--- config.mk ---
export PLATFORM = sky130hd
export DESIGN_NAME = spi_serf
export DESIGN_NICKNAME = d
export VERILOG_FILES = /design/src/rtl/spi_serf.sv
export SDC_FILE = /design/constraint.sdc
export NUM_CORES = 1
export LEC_CHECK = 0
export CAP_MARGIN = 30
export CORE_MARGIN = 2
export CORE_UTILIZATION = 52
export DETAILED_ROUTE_END_ITERATION = 8
export PLACE_DENSITY = 0.8
export SLEW_MARGIN = 20
export SYNTH_ARGS = -nofsm -noshare
export SYNTH_HDL_FRONTEND = slang
export SYNTH_SLANG_ARGS = --single-unit
--- constraint.sdc ---
create_clock -name clk -period 2.4 [get_ports clk]
set_input_delay 0.6 -clock clk [delete_from_list [all_inputs] [get_ports clk]]
set_output_delay 0.6 -clock clk [all_outputs]
set_load 0.005 [all_outputs]
--- src/rtl/spi_serf.sv ---
// spi_serf: SPI mode-3 responder on the system clock domain.
// Takes 16-bit frames (command byte, then data byte) and bridges them to a local
// register file: reads return {8'h00, data} on MISO, writes are issued at end of frame.
module spi_serf (
  input  logic        clk,
  input  logic        rst_n,
  input  logic        SS_n,
  input  logic        SCLK,
  input  logic        MOSI,
  output logic        MISO,
  output logic        MISO_en,
  output logic [6:0]  reg_addr,
  output logic        reg_rd_req,
  input  logic [7:0]  reg_rd_data,
  output logic        reg_wr,
  output logic [7:0]  reg_wr_data,
  output logic [15:0] rx_data,
  output logic        done,
  output logic        frm_err
);

  localparam int unsigned FrameBits = 16;
  localparam int unsigned CntW      = 5;
  localparam int unsigned AddrW     = 7;
  localparam int unsigned DataW     = 8;

  localparam logic [CntW-1:0] CntFull = CntW'(FrameBits);
  localparam logic [CntW-1:0] CntSat  = CntW'(FrameBits + 1);
  localparam logic [CntW-1:0] CntCmd  = CntW'(DataW - 1);

  typedef enum logic {
    IDLE  = 1'b0,
    SHIFT = 1'b1
  } state_e;

  // Synchronizer chains (third stage on SS_n/SCLK for edge detection)
  logic [2:0] ss_sync_q;
  logic [2:0] sclk_sync_q;
  logic [1:0] mosi_sync_q;

  state_e               state_q, state_d;
  logic [CntW-1:0]      cnt_q, cnt_d;
  logic [FrameBits-1:0] rx_q, rx_d;
  logic [FrameBits-1:0] tx_q, tx_d;
  logic                 miso_q, miso_d;
  logic                 miso_en_q, miso_en_d;
  logic [AddrW-1:0]     addr_q, addr_d;
  logic                 rd_req_q, rd_req_d;
  logic                 rd_ld_q, rd_ld_d;
  logic                 wr_q, wr_d;
  logic [DataW-1:0]     wr_data_q, wr_data_d;
  logic [FrameBits-1:0] rx_data_q, rx_data_d;
  logic                 done_q, done_d;
  logic                 frm_err_q, frm_err_d;

  logic ss_fall_c;
  logic ss_rise_c;
  logic sclk_rise_c;
  logic sclk_fall_c;
  logic mosi_c;
  logic [FrameBits-1:0] rx_shift_c;
  logic [CntW-1:0]      cnt_inc_c;

  // Bring the asynchronous SPI pins into the clk domain
  always_ff @(posedge clk or negedge rst_n) begin
    if (!rst_n) begin
      ss_sync_q   <= 3'b111;
      sclk_sync_q <= 3'b111;
      mosi_sync_q <= 2'b00;
    end else begin
      ss_sync_q   <= {ss_sync_q[1:0], SS_n};
      sclk_sync_q <= {sclk_sync_q[1:0], SCLK};
      mosi_sync_q <= {mosi_sync_q[0], MOSI};
    end
  end

  // Edge detects on the synchronized pins; MOSI shares SCLK's sync depth
  always_comb begin
    ss_fall_c   = ss_sync_q[2] & ~ss_sync_q[1];
    ss_rise_c   = ~ss_sync_q[2] & ss_sync_q[1];
    sclk_rise_c = ~sclk_sync_q[2] & sclk_sync_q[1];
    sclk_fall_c = sclk_sync_q[2] & ~sclk_sync_q[1];
    mosi_c      = mosi_sync_q[1];
    rx_shift_c  = {rx_q[FrameBits-2:0], mosi_c};
    cnt_inc_c   = (cnt_q == CntSat) ? CntSat : cnt_q + CntW'(1);
  end

  // Frame FSM with shift datapath and register-file handshake
  always_comb begin
    state_d   = state_q;
    cnt_d     = cnt_q;
    rx_d      = rx_q;
    tx_d      = tx_q;
    miso_d    = miso_q;
    miso_en_d = ~ss_sync_q[1];
    addr_d    = addr_q;
    rd_req_d  = 1'b0;
    rd_ld_d   = rd_req_q;
    wr_d      = 1'b0;
    wr_data_d = wr_data_q;
    rx_data_d = rx_data_q;
    done_d    = 1'b0;
    frm_err_d = 1'b0;

    unique case (state_q)
      IDLE: begin
        if (ss_fall_c) begin
          state_d = SHIFT;
          cnt_d   = '0;
          tx_d    = '0;
          miso_d  = 1'b0;
        end
      end

      SHIFT: begin
        if (ss_rise_c) begin
          state_d = IDLE;
          if (cnt_q == CntFull) begin
            done_d    = 1'b1;
            rx_data_d = rx_q;
            wr_data_d = rx_q[DataW-1:0];
            wr_d      = ~rx_q[FrameBits-1];
          end else begin
            frm_err_d = 1'b1;
          end
        end else begin
          // Read data lands in the upper byte: falls 9..16 shift it out
          if (rd_ld_q) begin
            tx_d = {reg_rd_data, DataW'(0)};
          end
          if (sclk_rise_c) begin
            rx_d  = rx_shift_c;
            cnt_d = cnt_inc_c;
            if (cnt_q == CntCmd) begin
              addr_d   = rx_shift_c[AddrW-1:0];
              rd_req_d = rx_shift_c[DataW-1];
            end
          end
          if (sclk_fall_c) begin
            miso_d = tx_q[FrameBits-1];
            tx_d   = {tx_q[FrameBits-2:0], 1'b0};
          end
        end
      end

      default: begin
        state_d = IDLE;
      end
    endcase
  end

  // State and output registers
  always_ff @(posedge clk or negedge rst_n) begin
    if (!rst_n) begin
      state_q   <= IDLE;
      cnt_q     <= '0;
      rx_q      <= '0;
      tx_q      <= '0;
      miso_q    <= 1'b0;
      miso_en_q <= 1'b0;
      addr_q    <= '0;
      rd_req_q  <= 1'b0;
      rd_ld_q   <= 1'b0;
      wr_q      <= 1'b0;
      wr_data_q <= '0;
      rx_data_q <= '0;
      done_q    <= 1'b0;
      frm_err_q <= 1'b0;
    end else begin
      state_q   <= state_d;
      cnt_q     <= cnt_d;
      rx_q      <= rx_d;
      tx_q      <= tx_d;
      miso_q    <= miso_d;
      miso_en_q <= miso_en_d;
      addr_q    <= addr_d;
      rd_req_q  <= rd_req_d;
      rd_ld_q   <= rd_ld_d;
      wr_q      <= wr_d;
      wr_data_q <= wr_data_d;
      rx_data_q <= rx_data_d;
      done_q    <= done_d;
      frm_err_q <= frm_err_d;
    end
  end

  assign MISO        = miso_q;
  assign MISO_en     = miso_en_q;
  assign reg_addr    = addr_q;
  assign reg_rd_req  = rd_req_q;
  assign reg_wr      = wr_q;
  assign reg_wr_data = wr_data_q;
  assign rx_data     = rx_data_q;
  assign done        = done_q;
  assign frm_err     = frm_err_q;

endmodule
==> Word level (Yosys, flattened, before mapping) <==
Index checks and enable logic that the tools add are counted.
{ "classes": {"add_sub_neg": 1, "n_reduce_logical": 6, "n_bitwise": 11, "n_eq_ne": 8, "mux": 30} }
{ "op_table": {"columns": ["op", "n"], "rows": [
  ["$mux W16", 4],
  ["$pmux W16 S2", 1],
  ["$mux W5", 4],
  ["$mux W1", 18],
  ["$reduce_and A3 Y1", 5],
  ["$eq A5 B5 Y1 const B", 2],
  ["$pmux W5 S2", 1],
  ["$not A1 Y1", 7],
  ["$add A5 B1 Y5 const B", 1],
  ["$eq A5 B3 Y1 const B", 1],
  ["$and A1 B1 Y1", 4],
  ["$ne A2 B1 Y1 const B", 2],
  ["$ne A2 B2 Y1 const B", 2],
  ["$pmux W1 S2", 2],
  ["$reduce_and A4 Y1", 1],
  ["$ne A3 B1 Y1 const B", 1]
]} }
{ "word_totals": {"ff_bits": 84, "input_bits": 13} }

==> Longest topological paths before layout <==
Gate-level depths: netlist of run 1.
{ "logic_depth": {"ltp_word": 5, "depth_mapped": 6, "mapped_depth_nobuf": 5} }

==> Worst setup path before layout of run 1 <==
No wires, ideal clock.
{ "synth_timing": {"path_kind": "register to register", "start": "register ss_sync_q[2]", "end": "register addr_q[0] (netlist: reg_addr[0])", "setup_ps": 125, "setup_slack_ps": 579, "arrival_ps": 1696, "t_required_ps": 2275, "stages_incl_launch_ff": 6, "synth_period_minus_slack_ps": 1821, "path_cell_list": "dfstp_2 nand2b_4 nand4_4 or4_1 buf_6 mux2_4"} }
{ "synth_between": {"elab_chain_cells": 4} }
{ "synth_rtl": {"columns": ["element", "line_no", "source"], "rows": [
  ["start: declaration", "37", "logic [2:0] ss_sync_q;"],
  ["start signal: assignment", "71", "ss_sync_q <= {ss_sync_q[1:0], SS_n};"],
  ["$not A1 Y1", "80", "ss_rise_c = ~ss_sync_q[2] & ss_sync_q[1];"],
  ["$and A1 B1 Y1", "80", null],
  ["$not A1 Y1 (no line)", null, null],
  ["$reduce_and A4 Y1 (no line)", null, null],
  ["end signal: assignment", "176", "addr_q <= addr_d;"],
  ["end: declaration", "47", "logic [AddrW-1:0] addr_q, addr_d;"]
]} }
Every way passes these cells.
A chain may end at the register's enable or synchronous reset.

==> Final worst setup path of run 1 <==
Ends and elaborated chain as after synthesis.

==> results.md, run 1 <==
* Outcome: finished clean
* Post-layout util at 0.698
* Final-layout fill cell count at 354
* Reg clk slew, reported paths at 0.07 ns
* Register area share after synthesis at 0.607
* Chip height at 77.6 um
* Final nets at 276
* TritonCTS clock tree: yes
* Drt total wl at 5060 um
* Yosys Warn Count at 0
* GR Overflow Total at 0
* RSZ-0062 raised after global routing: false
* CP peak stage delay at 0.74 ns
* CP Data Arrival Time at roughly 2.3 ns
* Vias/cell at 5.10
* Hpwl dp at 3400 um
* Register bit total from synthesis at 68
* First-pass GRT wire length at 8460 um
* Die footprint at about 6000 um2
* P_leak at 1.71 nW
* Yosys cell types at 34
* Mapped cell area at approximately 2800 um2
* Drt initial violations at 19
* Die span in x at a little under 80 um
* Routed Antenna Nets at 0
* FF-to-FF Start: ss_sync_q[2]$_DFF_PN1_
* Clock root cell: clkbuf_8
* Layout cells sized above 1 at 0.298
* Average wire per standard cell at 15.1 um
* Avg Cell Area, Syn at 13.5 um2
* Critical Path RT at 2.62 ns
* Starting Density at 0.544
* Fin crit share at 0.856
* Crit. End Element: flip-flop
* Initial antenna violation count at 0
* Fin. max-slew vios at 0
* Final min period at 2.05 ns
* RePlAce Congestion at 0.742
* Worst-skew pair later-pin latency at 0.33 ns
* Drt first pass iters at 4
* Worst path cell trace: nand2b_4, nand4_4, or4_1, mux2_4
* Pwr per Cell Area at a little under 800 nW/um2
* Core area at 5170 um2
* CP Class: reg2reg
* Hold_buf cts at 0
* Relative slew slack at 0.629
* M3 GR Usage at 0.0581
* Routing usage on met2 at 0.290
* Reg2reg end: reg_addr[0]$_DFFE_PN0P_
* Layout area overhead at 28.2%
* H-tree Lvls at 3
* # rows at 26
* Worst path slowest cell: or4_1
* Final Hold Viols at 0
* Worst vdd ir at 0.480 mV
* ANT cells at 0
* Vias in the first global route at 1825
* Largest net degree at the start of global routing at 29
* Post-CTS Setup Bufs at 0
* Reg2reg setup slack at 0.35 ns
* Crit start category: flip-flop
* IO buf count at 49
* Most used routing layer: met2
* Via count at 1710
* Worst r2r path cells at 4
* Hold WC Path Type: in2async
* CP max FO at 8
* Post-cts resize count at 0
* FMAX at 487 MHz
* Ports at 50
* Bufs on Longest Clock Path at 2
* Clock Sinks at 68
* Worst-Margin Slew at roughly 0.56 ns
* GRT Resource Usage Total at 0.183
* Max-cap violation count at 0
* GR Util met1 at 0.234
* Cells after Synth at 208
* CTS buffer count at 9
* Clk_skew at 0.00460 ns
* Endpoints failing setup at 0
* Setup Total Neg Slack at 0 ns
* Mapped Nets at 224
* Number of remaining DRC errors at 0
## final cells by class
type	instances	area (um2)	area share
tap	70	87.6	0.0243
clock buffer	12	155	0.0430
timing repair buffer	57	558	0.155
clock inverter	4	95.1	0.0264
sequential	68	1710	0.474
inverter	8	30.0	0.00832
multi-input combinational	116	973	0.270
## how the worst max path moves through the flow
| stage | from | endpoint | slack, ns | cells after the start |
|---|---|---|---|---|
| global route | ss_sync_q[2]$_DFF_PN1_ | reg_addr[6]$_DFFE_PN0P_ | 0.26 | 4 |
| finish | ss_sync_q[2]$_DFF_PN1_ | reg_addr[0]$_DFFE_PN0P_ | 0.35 | 4 |
| floorplan | ss_sync_q[2]$_DFF_PN1_ | reg_addr[0]$_DFFE_PN0P_ | 0.58 | 5 |
| detailed placement | ss_sync_q[2]$_DFF_PN1_ | reg_addr[2]$_DFFE_PN0P_ | 0.35 | 4 |
| CTS | ss_sync_q[2]$_DFF_PN1_ | reg_addr[6]$_DFFE_PN0P_ | 0.33 | 4 |
| global placement | ss_sync_q[2]$_DFF_PN1_ | reg_addr[4]$_DFFE_PN0P_ | 0.42 | 4 |
## registers in the layout, indices dropped and copies added, names as in the netlist, 2 cells and up
| register | flops |
|---|---|
| reg_addr | 7 |
| ss_sync_q | 3 |
| tx_q | 8 |
| sclk_sync_q | 3 |
| rx_data | 9 |
| mosi_sync_q | 2 |
| cnt_q | 5 |
| rx_q | 16 |
| reg_wr_data | 7 |
## synth_stat cells
cell type / number / share of area
buf_6: 1 / 0.0040
nor2_1: 5 / 0.0067
o21ai_1: 1 / 0.0018
mux2_2: 38 / 0.15
o22ai_1: 1 / 0.0022
nand2b_1: 1 / 0.0022
and4bb_2: 1 / 0.0044
nand3_2: 1 / 0.0036
dfrtp_1: 62 / 0.55
a21o_1: 1 / 0.0027
nand2_1: 24 / 0.032
nor2b_1: 2 / 0.0044
nand4b_1: 1 / 0.0031
inv_1: 8 / 0.011
mux2_4: 7 / 0.037
dfstp_2: 6 / 0.056
xor2_1: 2 / 0.0062
or2b_1: 1 / 0.0027
or4_1: 1 / 0.0027
nand3_1: 3 / 0.0053
nor3b_1: 1 / 0.0027
ha_1: 3 / 0.013
a22o_1: 1 / 0.0031
buf_2: 3 / 0.0053
a32o_1: 1 / 0.0036
nand2b_4: 1 / 0.0049
a41oi_1: 1 / 0.0031
a21oi_1: 1 / 0.0018
nand4_4: 1 / 0.0076
buf_4: 8 / 0.021
o21ai_0: 7 / 0.012
clkbuf_1: 4 / 0.0053
o211ai_1: 1 / 0.0027
a21boi_0: 8 / 0.021
## layer usage
metal	up-vias	share of wire	wire length, um
met5	-	0	0
met4	0	0.011	58
met3	8	0.053	268
met2	47	0.48	2440
met1	853	0.45	2300
li1	802	-	-
## stage by stage
step	hold WS (ns)	area (um2)	cells	setup WS, ns	power (mW)
5_1_grt	0.279	3610	335	0.259	2.93
3_3_place_gp	0.336	3360	319	0.421	1.65
6_report	0.250	3610	335	0.345	2.80
4_1_cts	0.253	3610	335	0.328	2.82
3_5_place_dp	0.344	3360	319	0.353	1.67
2_1_floorplan	0.304	2810	208	0.579	1.54
## power by group
group | switching, mW | internal [mW] | leakage (nW)
combinational | 0.120 | 0.159 | 0.682
sequential | 0.104 | 1.27 | 0.900
clock | 0.406 | 0.746 | 0.127
total | 0.630 | 2.17 | 1.71
## cells in the final DEF, fill, tap and decap left out, types with 5 or more instances in the layout
cell,netlist,routed
nor2_1,5,5
clkbuf_8,0,11
dfstp_2,6,6
dfrtp_1,62,62
inv_1,8,8
o21ai_0,7,7
buf_4,8,7
mux2_2,38,38
a21boi_0,8,8
clkdlybuf4s50_1,0,48
mux2_4,7,7
nand2_1,24,24
## kinds of logic (layout without fill, tap and decap cells)
| kind of cell | count (synthesis) | after routing | synth area share |
|---|---|---|---|
| flip-flops | 68 | 68 | 0.607 |
| multiplexers | 45 | 45 | 0.189 |
| AND/OR/NAND/NOR | 43 | 43 | 0.0823 |
| buffers and inverters | 24 | 81 | 0.0467 |
| AO/OA/AOI/OAI | 23 | 23 | 0.0547 |
| adder cells (fa/ha/maj) | 3 | 3 | 0.0133 |
| XOR/XNOR | 2 | 2 | 0.00623 |
## worst max-delay path: cells and delay by family (launching register included)
family,cells,cell delay (ns)
AND/OR/NAND/NOR,3,1.00
flip-flops,1,0.55
multiplexers,1,0.39
No activity file was read; power rests on OpenSTA's default activity.
==> inputs of run 2 (changes only) <==
--- a/config.mk
+++ b/config.mk
@@ -8,6 +8,7 @@
 export CAP_MARGIN = 30
 export CORE_MARGIN = 2
 export CORE_UTILIZATION = 52
+export CTS_CLUSTER_SIZE = 12
 export DETAILED_ROUTE_END_ITERATION = 8
 export PLACE_DENSITY = 0.8
 export SLEW_MARGIN = 20
==> results of run 2 <==
No change in the layout: final DEF, timing and power equal those of run 1.
